### src/rtl/oh_rr_arb2_pkg.sv
// Shared types and constants for the two-port packet round-robin arbiter.
package oh_rr_arb2_pkg;

  typedef enum logic [1:0] {
    StIdle  = 2'd0,
    StLock0 = 2'd1,
    StLock1 = 2'd2
  } state_e;

  localparam int unsigned Port0 = 0;
  localparam int unsigned Port1 = 1;

endpackage

### src/rtl/oh_rr_arb2_sel.sv
// AND-OR select of payload and last flag; gnt is one-hot or zero.
module oh_rr_arb2_sel
  import oh_rr_arb2_pkg::*;
#(
  parameter int unsigned DW = 1
) (
  input  logic [1:0]    gnt,
  input  logic [DW-1:0] in0_data,
  input  logic          in0_last,
  input  logic [DW-1:0] in1_data,
  input  logic          in1_last,
  output logic [DW-1:0] sel_data,
  output logic          sel_last
);

  assign sel_data = (in0_data & {DW{gnt[Port0]}}) | (in1_data & {DW{gnt[Port1]}});
  assign sel_last = (in0_last & gnt[Port0]) | (in1_last & gnt[Port1]);

endmodule

### src/rtl/oh_rr_arb2.sv
// Two-port packet arbiter with per-packet lock and registered output beat.
// Define OH_RR_ARB2_FIXED_PRIO_EN to give port 0 fixed priority instead of round robin.
module oh_rr_arb2
  import oh_rr_arb2_pkg::*;
#(
  parameter int unsigned DW = 1
) (
  input  logic          clk,
  input  logic          reset,
  input  logic          in0_valid,
  input  logic          in0_last,
  input  logic [DW-1:0] in0_data,
  output logic          in0_ready,
  input  logic          in1_valid,
  input  logic          in1_last,
  input  logic [DW-1:0] in1_data,
  output logic          in1_ready,
  output logic          out_valid,
  output logic          out_last,
  output logic [DW-1:0] out_data,
  input  logic          out_ready,
  output logic [1:0]    gnt
);

  state_e        state_q, state_d;
  logic          ptr_q, ptr_d;
  logic          ld;
  logic          accept;
  logic          winner;
  logic [DW-1:0] sel_data;
  logic          sel_last;

  assign ld        = ~out_valid | out_ready;
  assign in0_ready = ld & gnt[Port0];
  assign in1_ready = ld & gnt[Port1];
  assign accept    = ld & ((gnt[Port0] & in0_valid) | (gnt[Port1] & in1_valid));
  assign winner    = gnt[Port1];

  // Grant depends only on state and valids so readies never loop back into valids.
  always_comb begin
    gnt = 2'b00;
    if (!reset) begin
      unique case (state_q)
        StIdle: begin
`ifdef OH_RR_ARB2_FIXED_PRIO_EN
          if (in0_valid)      gnt = 2'b01;
          else if (in1_valid) gnt = 2'b10;
`else
          if (in0_valid && in1_valid) gnt = ptr_q ? 2'b10 : 2'b01;
          else if (in0_valid)         gnt = 2'b01;
          else if (in1_valid)         gnt = 2'b10;
`endif
        end
        StLock0: gnt = 2'b01;
        StLock1: gnt = 2'b10;
        default: gnt = 2'b00;
      endcase
    end
  end

  always_comb begin
    state_d = state_q;
    ptr_d   = ptr_q;
    if (accept) begin
      if (sel_last) begin
        state_d = StIdle;
`ifndef OH_RR_ARB2_FIXED_PRIO_EN
        ptr_d   = ~winner;
`endif
      end else begin
        state_d = winner ? StLock1 : StLock0;
      end
    end
  end

  oh_rr_arb2_sel #(
    .DW (DW)
  ) u_sel (
    .gnt      (gnt),
    .in0_data (in0_data),
    .in0_last (in0_last),
    .in1_data (in1_data),
    .in1_last (in1_last),
    .sel_data (sel_data),
    .sel_last (sel_last)
  );

  always_ff @(posedge clk) begin
    if (reset) begin
      state_q   <= StIdle;
      ptr_q     <= 1'b0;
      out_valid <= 1'b0;
      out_last  <= 1'b0;
      out_data  <= '0;
    end else begin
      state_q <= state_d;
      ptr_q   <= ptr_d;
      if (accept) begin
        out_valid <= 1'b1;
        out_data  <= sel_data;
        out_last  <= sel_last;
      end else if (out_ready) begin
        out_valid <= 1'b0;
      end
    end
  end

endmodule

### config.mk
export PLATFORM = sky130hd
export DESIGN_NAME = oh_rr_arb2
export DESIGN_NICKNAME = d
export VERILOG_FILES = /design/src/rtl/oh_rr_arb2_pkg.sv /design/src/rtl/oh_rr_arb2_sel.sv /design/src/rtl/oh_rr_arb2.sv
export SDC_FILE = /design/constraint.sdc
export NUM_CORES = 1
export LEC_CHECK = 0
export ABC_AREA = 1
export CAP_MARGIN = 20
export CORE_AREA = 2 2 39 41
export DETAILED_ROUTE_END_ITERATION = 7
export DIE_AREA = 0 0 41 43
export MAX_ROUTING_LAYER = met4
export PLACE_DENSITY_LB_ADDON = 0.2
export SETUP_SLACK_MARGIN = 0.1
export SLEW_MARGIN = 20
export SYNTH_ARGS = -nofsm -noshare
export SYNTH_HDL_FRONTEND = slang
export SYNTH_SLANG_ARGS = --single-unit
### constraint.sdc
create_clock -name clk -period 1.05 [get_ports clk]
set_input_delay 0.1575 -clock clk [delete_from_list [all_inputs] [get_ports clk]]
set_output_delay 0.1575 -clock clk [all_outputs]
set_load 0.01 [all_outputs]
==> summary.md, run 1 <==
| Metric | Value |
|---|---|
| Vias | 461 |
| Final Setup Violations | 10 |
| CTS tree | built |
| Gpl congestion | 0.718 |
| Async SR Flop Fraction | 0% |
| Mapped Area | 377 um2 |
| H-tree depth | 1 |
| GRT Overall Usage | 15.8% |
| RSZ-0062 raised after global routing | true |
| Reg-to-reg slack, setup | -160 ps |
| Cts bufs inserted | 3 |
| Yosys warnings | 0 |
| Post-synth top flop | dfxtp_1 |
| Max VDD drop | 0.726 mV |
| Avg WL per Cell | 10.7 um |
| Post-synth EDFFs | 0 |
| Violated checks | setup timing |
| Worst clock skew | 0.630 ps |
| Root Driver | clkbuf_4 |
| Metal2 WL | 551 um |
| Die Ht | 43 um |
| DRC Markers | 0 |
| FMAX | 817 MHz |
| WP data required | 890 ps |
| Most frequent cell after synthesis | nand2_1 |
| Detail Route Antenna Nets | 0 |
| CTS clk-pin slew, worst paths | 50 ps |
| Post-synth top area cell | dfxtp_1 |
| Router iterations before antenna repair | 4 |
| R2R depth | 11 |
| Nets@finish | 101 |
| Fin worst setup slack | -174 ps |
| Tot Pwr | 724 uW |
| Via-to-Cell Ratio | 4.35 |
| Initial DRC count | 8 |
| RR Endpoint | state_q[0] |
| Sequential fraction of the synthesis area | 31.9% |
| Grt total ovfl | 0 |
| Starting density of the core | 27.2% |
| # diodes | 0 |
| Final Hold Viols | 0 |
| Status | finished, violations left |
| CP Launch Type | register |
| #FFs+latches synth | 6 |
| DR WL met3 | 69 um |
| Hold buffers post-CTS | 0 |
| Leading cell types by count after synthesis | nand2_1 (13), inv_1 (9), dfxtp_1 (6), nor2_1 (6), nand2_2 (5) |
| Synth area leaders | dfxtp_1 (32%), nand2_1 (13%), inv_1 (9.0%) |
| Period minus WS final | 1220 ps |
| Initial antenna violation count | 0 |
| Clk sinks | 6 |
| Hold Path Cell Cnt | 3 |
| Total of max-cap violations | 0 |
| Clk Latency, worst-skew pair | 240 ps |
| Fillers | 138 |
| Placed Area | 668 um2 |
| Yosys cell types | 14 |
| DR top layer | met4 |
| CTS Buffer Depth | 2 |
| Largest net degree at the start of global routing | 6 |
| Row cnt | 14 |
| First-pass GRT wire length | 1790 um |
| Core box area | 1380 um2 |
| Synthesized instance count | 59 |
| WL met1 | 500 um |
| Max-slew violations | 0 |
| Max_slew headroom | 87.5% |
| Fraction of layout cells with a size suffix above 1 | 60.0% |
| RR Startpoint | ptr_q |
| Hold Path Sink | state_q[1] |
| Power density cells | 1000 nW/um2 |
| Syn_nets | 68 |
| Synth top area share | 31.9% |
| Worst hold start | reset |
| Port Buf Inserts | 15 |
| Die width | 41 um |
| IO Count | 16 |
| Critical path fanouts, max | 3 |
| Final period util | 117% |
| Setup CP Type | register to output pin |
| DP HPWL | 801 um |
| Vias in the first global route | 448 |
| Post-route cell area | 722 um2 |
| Mean Syn Cell Area | 6.38 um2 |
| Worst Setup End Kind | output pin |
| Final WL | 1140 um |
| P_leak | 0.000360 uW |
| Die ar. | 1760 um2 |
| P&R area growth vs syn | 91.7% |
| Slew @ Worst Pin | 187 ps |
| Worst min path class | input pin to register |
| Worst EP arrival | 1070 ps |
==> kinds of logic (layout without fill, tap and decap cells) <==
logic type	count (synthesis)	in the layout	synth area share, %
flip-flops	6	6	31.9
AO/OA/AOI/OAI	4	4	5.31
buffers and inverters	12	43	12.0
AND/OR/NAND/NOR	37	37	50.8
==> state kept, by name (all words and copies together) (netlist names) <==
signal / cells
out_valid: 1
ptr_q: 1
out_last: 1
state_q: 2
out_data: 1
==> worst max-delay path by stage <==
stage                          from    endpoint  slack (ps)  cells past startpoint
after floorplan               ptr_q  state_q[0]          40                     10
after global placement    in0_valid   in1_ready        -670                      7
after detailed placement  in1_valid   in1_ready        -670                      6
after CTS                     ptr_q   in1_ready        -160                      5
after global routing          ptr_q  state_q[0]        -230                     11
final                         ptr_q   in1_ready        -170                      5
==> repair_timing <==
item,4_1_cts,5_1_grt
pin swaps,3,4
buffers inserted,1,1
endpoints found under the setup margin,13,11
gates resized for setup,38,5
endpoints found under the hold margin,0,0
==> power by group <==
part	total, uW	leakage [uW]	switching, uW	internal, uW
sequential	253	0.0000503	9.66	243
combinational	256	0.000296	130	126
clock	215	0.0000138	85.2	129
total	724	0.000360	225	499
==> placed cells by master, fill, tap and decap left out <==
| cell type | instances |
|---|---|
| o21ai_1 | 1 |
| dlygate4sd2_1 | 3 |
| nor2_4 | 2 |
| nand4_1 | 2 |
| nand2_1 | 10 |
| buf_2 | 5 |
| o21ai_2 | 1 |
| inv_2 | 4 |
| a21oi_1 | 1 |
| dfxtp_2 | 3 |
| clkdlybuf4s50_1 | 5 |
| dfxtp_1 | 3 |
| nand3_2 | 4 |
| clkbuf_4 | 3 |
| inv_1 | 7 |
| inv_4 | 1 |
| nand2_2 | 6 |
| buf_4 | 13 |
| buf_6 | 2 |
| nor2_1 | 4 |
| nor2_2 | 4 |
| a21oi_2 | 1 |
| nand2_4 | 3 |
| nand3_4 | 2 |
==> final cells by class <==
type	count	area [um2]	share of cell area, %
multi-input cells	41	287	39.7
inverters	12	47.5	6.59
repair buffers	28	221	30.7
flip-flops and latches	6	124	17.2
well taps	16	20.0	2.77
clock buffers	3	22.5	3.12
==> per-layer routing <==
metal | track usage [%] | vias to the layer above
met3 | 3.14 | 2
met1 | 18.2 | 202
li1 | - | 245
met4 | 10.0 | 0
met5 | - | -
met2 | 23.8 | 12
==> metrics by stage <==
stage	instances	utilization [%]	setup TNS (ps)	setup WS, ps	hold WS, ps
6_report	106	52.2	-1360	-174	445
5_1_grt	106	52.2	-1930	-228	451
4_1_cts	105	50.8	-1090	-157	430
3_5_place_dp	101	48.3	-5450	-670	456
3_3_place_gp	101	48.3	-5400	-672	456
2_1_floorplan	59	-	0	39.1	219
==> critical path: stages (launching register included) <==
cell,delay (ps)
dfxtp_2,330
nand2_2,70
nand3_2,80
nand2_2,80
nor2_2,120
buf_2,140
(Power assumes the default switching activity.)
==> inputs of run 2 (changes only) <==
--- a/config.mk
+++ b/config.mk
@@ -10,6 +10,7 @@
 export CORE_AREA = 2 2 39 41
 export DETAILED_ROUTE_END_ITERATION = 7
 export DIE_AREA = 0 0 41 43
+export GPL_ROUTABILITY_DRIVEN = 0
 export MAX_ROUTING_LAYER = met4
 export PLACE_DENSITY_LB_ADDON = 0.2
 export SETUP_SLACK_MARGIN = 0.1
==> results of run 2 <==
The final DEF is identical to that of run 1; final timing and power are the same.
